<file path="config.mk">
export PLATFORM = sky130hd
export DESIGN_NAME = reg_file_demux
export DESIGN_NICKNAME = d
export VERILOG_FILES = /design/src/rtl/slc3_pkg.sv /design/src/rtl/load_reg_16.sv /design/src/rtl/reg_file_demux.sv
export SDC_FILE = /design/constraint.sdc
export NUM_CORES = 1
export LEC_CHECK = 0
export BUFFER_PORTS_ARGS = -buffer_cell sky130_fd_sc_hd__buf_2
export CELL_PAD_IN_SITES_DETAIL_PLACEMENT = 0
export CELL_PAD_IN_SITES_GLOBAL_PLACEMENT = 1
export CORE_MARGIN = 2
export CORE_UTILIZATION = 50
export CTS_CLUSTER_SIZE = 12
export DETAILED_ROUTE_END_ITERATION = 8
export PLACE_DENSITY = 0.82
export RECOVER_POWER = 50
export SLEW_MARGIN = 40
export SYNTH_ARGS = -nofsm -noshare
export SYNTH_HDL_FRONTEND = slang
export SYNTH_SLANG_ARGS = --single-unit
</file>
<file path="constraint.sdc">
create_clock -name Clk -period 2.2 [get_ports Clk]
set_input_delay 0.22 -clock Clk [delete_from_list [all_inputs] [get_ports Clk]]
set_output_delay 0.22 -clock Clk [all_outputs]
set_load 0.01 [all_outputs]
</file>
<file path="src/rtl/slc3_pkg.sv">
// Shared datapath types and constants for the SLC-3 register file slice.
// Word, register index and condition-code encodings used across stages.
package slc3_pkg;

    localparam int DATA_W     = 16;
    localparam int REG_ADDR_W = 3;

    typedef logic [DATA_W-1:0]     word_t;
    typedef logic [REG_ADDR_W-1:0] reg_idx_t;
    typedef logic [2:0]            nzp_t;

    localparam nzp_t NZP_N = 3'b100;
    localparam nzp_t NZP_Z = 3'b010;
    localparam nzp_t NZP_P = 3'b001;

endpackage

</file>
<file path="src/rtl/load_reg_16.sv">
// 16-bit register with load enable and asynchronous active-low reset.
// One instance per general-purpose register in reg_file_demux.
module load_reg_16
    import slc3_pkg::*;
(
    input  logic  Clk,
    input  logic  Reset_n,
    input  logic  ld,
    input  word_t din,
    output word_t dout
);

    always_ff @(posedge Clk or negedge Reset_n) begin
        if (!Reset_n) begin
            dout <= '0;
        end else if (ld) begin
            dout <= din;
        end
    end

endmodule

</file>
<file path="src/rtl/reg_file_demux.sv">
// Bus-to-register demux, two combinational read ports and NZP codes.
// Optional write-through forwarding: define REGFILE_BYPASS_EN.
module reg_file_demux #(
    parameter int DATA_W   = 16,
    parameter int NUM_REGS = 8,
    parameter int ADDR_W   = 3
) (
    input  logic              Clk,
    input  logic              Reset_n,
    input  logic [DATA_W-1:0] bus_in,
    input  logic [ADDR_W-1:0] dr_select,
    input  logic              ld_reg,
    input  logic [ADDR_W-1:0] sr1_select,
    input  logic [ADDR_W-1:0] sr2_select,
    input  logic              ld_cc,
    output logic [DATA_W-1:0] sr1_out,
    output logic [DATA_W-1:0] sr2_out,
    output logic [2:0]        nzp_out,
    output logic              reg_written
);

    import slc3_pkg::*;

    if (NUM_REGS != (1 << ADDR_W)) begin : g_bad_regs
        $error("NUM_REGS must equal 2**ADDR_W");
    end
    if (DATA_W != 16) begin : g_bad_width
        $error("load_reg_16 storage requires DATA_W == 16");
    end

    logic [NUM_REGS-1:0] ld_vec;
    logic [DATA_W-1:0]   regs [NUM_REGS];
    nzp_t                nzp_q;
    nzp_t                nzp_next;
    logic                written_q;

    always_comb begin
        ld_vec = '0;
        for (int i = 0; i < NUM_REGS; i++) begin
            ld_vec[i] = ld_reg && (dr_select == ADDR_W'(i));
        end
    end

    for (genvar g = 0; g < NUM_REGS; g++) begin : g_reg
        load_reg_16 u_reg (
            .Clk     (Clk),
            .Reset_n (Reset_n),
            .ld      (ld_vec[g]),
            .din     (bus_in),
            .dout    (regs[g])
        );
    end

`ifdef REGFILE_BYPASS_EN
    // Forward the bus when the port reads the register being written.
    always_comb begin
        sr1_out = regs[sr1_select];
        sr2_out = regs[sr2_select];
        if (ld_reg && (dr_select == sr1_select)) begin
            sr1_out = bus_in;
        end
        if (ld_reg && (dr_select == sr2_select)) begin
            sr2_out = bus_in;
        end
    end
`else
    always_comb begin
        sr1_out = regs[sr1_select];
        sr2_out = regs[sr2_select];
    end
`endif

    always_comb begin
        nzp_next = NZP_P;
        unique case (1'b1)
            bus_in[DATA_W-1]: nzp_next = NZP_N;
            (bus_in == '0):   nzp_next = NZP_Z;
            default:          nzp_next = NZP_P;
        endcase
    end

    always_ff @(posedge Clk or negedge Reset_n) begin
        if (!Reset_n) begin
            nzp_q <= NZP_Z;
        end else if (ld_cc) begin
            nzp_q <= nzp_next;
        end
    end

    always_ff @(posedge Clk or negedge Reset_n) begin
        if (!Reset_n) begin
            written_q <= 1'b0;
        end else begin
            written_q <= ld_reg;
        end
    end

    assign nzp_out     = nzp_q;
    assign reg_written = written_q;

endmodule

</file>
==> qor.yml <==
run_status:
  outcome: "complete, no violations"
finish:
  n_antenna_cell: 0
  nFillCells: 1056
  final_cell_area_um2: 8180
  fin_nets: 505
  synthToLayoutAreaGrowth_pct: 14.0
  finish.utilization: 0.587
  drive_above_1_share: 0.561
critical_path:
  crit_path_end_kind: "output pin"
  arrival_ps: 1770
  path_class: "reg -> out"
  path_cells: "mux4_1 > mux2_2 > buf_2"
  worstPathMaxFanout: 3
  r2r_setup_slack_ps: 1400
  r2r_cells: 2
  rr_endpoint: "nzp_out[0]"
  worstPathRequired_ps: 1980
  crit_path_top_delay_cell: "mux4_1"
  slowest_delay_ps: 520
  start_kind: "flip-flop"
  r2r_start: "nzp_out[0]"
synth:
  synth_top_area_share: 0.457
  async_reset_ff_frac: 1.00
  synth_adder_area_share: 0
  synth_xor_area_frac: 0
  synthSimpleGateAreaFrac: 0.0276
  yosysSeqAreaShare: 0.461
  yosysWarnings: 0
  synth_edf_count: 0
  avgSynthCellArea_um2: 17.5
  syn_inst: 411
  netlist_area_um2: 7170
  synthMuxAreaShare: 0.474
  yosysTopAreaCell: "dfrtp_1"
  syn_nets: 440
  synth_top_family_by_area: "multiplexers"
  synth_ff_type: "dfrtp_1"
  synth-compound-area-share: 0.00401
  ys_top_cells_by_area: "dfrtp_1 (46%), mux2_2 (24%), mux4_1 (18%)"
  ys_ff_latch: 132
  yosysUniqueCellTypes: 25
hold_path:
  min_to: "nzp_out[1]"
  min_from: "ld_cc"
  min_path_cells: 2
  hold_path.class: "in -> reg"
clock_network:
  cts_made_buffers: 17
  root_buffer: "clkbuf_16"
  clkSinkCount: 132
  clock_path_buffers: 2
  cts_tree: "yes"
  cts_htree_levels: 4
  clkLatencyLatePin_ps: 410
  path_clk_slew_ps: 50
  post_cts_resized: 0
  post-cts-setup-buffers: 0
pwr:
  combPwrFrac: 0.227
  pwr-share-clk: 0.345
  p_total_mw: 7.75
  p_sw_frac: 0.253
  worst_ir_drop_vdd_uv: 575
  p_int_mw: 5.78
  pwr-share-seq: 0.428
  powerDensity_nw_per_um2: 947
  p_sw_mw: 1.96
  p_leak_nw: 3.58
sta:
  min_period_over_period: 0.903
  rsz0062_at_grt: "no"
  min_period_ps: 1990
  tightestPinTransition_ps: 1400
  finalClockSkew_ps: 0
  fin_hold_ws_ps: 29.0
  setup_viol: 0
  fin_tns_setup_ps: 0
  drv_slew: 0
  clock.fmax_mhz: 503
  relSlewSlack: 0.0660
  final_hold_viol_count: 0
floorplanning:
  fp.dieH_um: 124
  io_pins: 65
  die_area_um2: 15300
  row_count: 43
  dieWidth_um: 124
  core_um2: 13900
  initial_core_util: 0.515
placed_design:
  gp_congestion: 0.752
  portBuffers: 64
  dp_hpwl_um: 9260
  placedInstanceArea_um2: 7640
global_routing:
  grt_pass1_wl_um: 25200
  grt_util_all_layers: 0.227
  antenna_found_initial: 0
  grt_pass1_vias: 4534
  gr-total-overflow: 0
  grt_max_degree: 133
drt:
  drc: 0
  ant_nets: 0
  drt_wl_total_um: 15800
  vias: 4181
  drt-pass1-iter-count: 4
  routed_via_density: 6.27
  wl_per_cell_um: 23.7
  drt_iter0_markers: 249
flow_run:
  cap_viol_max_count: 0
cells by family (layout without fill, tap and decap cells):
logic type / after synthesis / after routing
AO/OA/AOI/OAI: 5 / 5
buffers and inverters: 32 / 108
flip-flops: 132 / 132
multiplexers: 222 / 222
AND/OR/NAND/NOR: 20 / 20
flip-flops by register name, indices dropped and copies added, names as in the netlist:
| signal | cells |
|---|---|
| g.u_reg.dout | 128 |
| nzp_out | 3 |
| reg_written | 1 |
area by class of cell:
class / count / area [µm²] / area share
multi-input cells: 247 / 3610 / 0.441
flip-flops and latches: 132 / 3300 / 0.404
clock buffers: 26 / 519 / 0.0635
repair buffers: 76 / 469 / 0.0574
well taps: 180 / 225 / 0.0275
clock inverters: 4 / 45.0 / 0.00551
inverters: 2 / 7.51 / 0.000918
cell usage after synthesis (2+ instances only):
master	number
inv_1	2
mux4_2	16
mux2_1	7
clkbuf_1	4
nor3b_4	2
buf_2	5
nand2_1	5
nor3_4	2
dfrtp_1	131
o21ai_0	4
buf_1	4
nand4b_2	3
mux2_2	150
buf_6	12
mux4_1	48
buf_4	4
nor4_1	4
how the worst max path moves through the flow:
stage | from | to | depth (start not counted)
6_report | g_reg[5].u_reg.dout[5] | sr1_out[5] | 3
5_1_grt | g_reg[5].u_reg.dout[5] | sr2_out[5] | 3
4_1_cts | g_reg[5].u_reg.dout[5] | sr2_out[5] | 3
3_5_place_dp | sr1_select[0] | sr1_out[15] | 5
3_3_place_gp | sr1_select[0] | sr1_out[2] | 5
2_1_floorplan | sr1_select[0] | sr1_out[10] | 4
what timing repair did:
| action | CTS | global route |
|---|---|---|
| setup endpoints to repair | 0 | 0 |
| hold buffers | 1 | 0 |
| hold endpoints to repair | 131 | 0 |
power groups by stage:
stage	logic (mW)	clock network, mW	registers, mW
4_1_cts	1.79	2.72	3.31
2_1_floorplan	1.33	0	3.20
3_3_place_gp	1.73	0	3.28
5_1_grt	1.91	2.83	3.39
3_5_place_dp	1.78	0	3.34
6_report	1.76	2.67	3.31
worst max-delay path, delay by kind of cell (launching register included):
family	cells	cell delay (ps)
multiplexers	2	810
flip-flops	1	400
buffers and inverters	1	140
metrics by stage:
| stage | cells | setup WS (ps) |
|---|---|---|
| after global placement | 636 | 357 |
| after floorplan | 411 | 682 |
| after CTS | 667 | 205 |
| after global routing | 667 | 157 |
| after detailed placement | 636 | 346 |
| final | 667 | 213 |
layer usage:
layer / share of wire / GRT usage / up-vias
met5: 0 / 0 / -
met4: 0.013 / 0.0810 / 0
met3: 0.052 / 0.0485 / 21
met2: 0.52 / 0.372 / 126
met1: 0.42 / 0.301 / 2228
li1: - / - / 1806
layout by cell type, fill, tap and decap left out, drive strengths merged, types with 2 or more instances in the layout:
master / synthesis / final
mux2: 157 / 157
dfrtp: 131 / 131
buf: 26 / 69
mux4: 64 / 64
clkbuf: 4 / 32
nand2: 5 / 5
nor4: 4 / 4
o21ai: 4 / 4
nand4b: 3 / 3
clkinv: 0 / 3
nor3b: 2 / 2
inv: 2 / 2
nor3: 2 / 2
nand4: 2 / 2
Note: power is estimated with default switching activity, not from simulation.
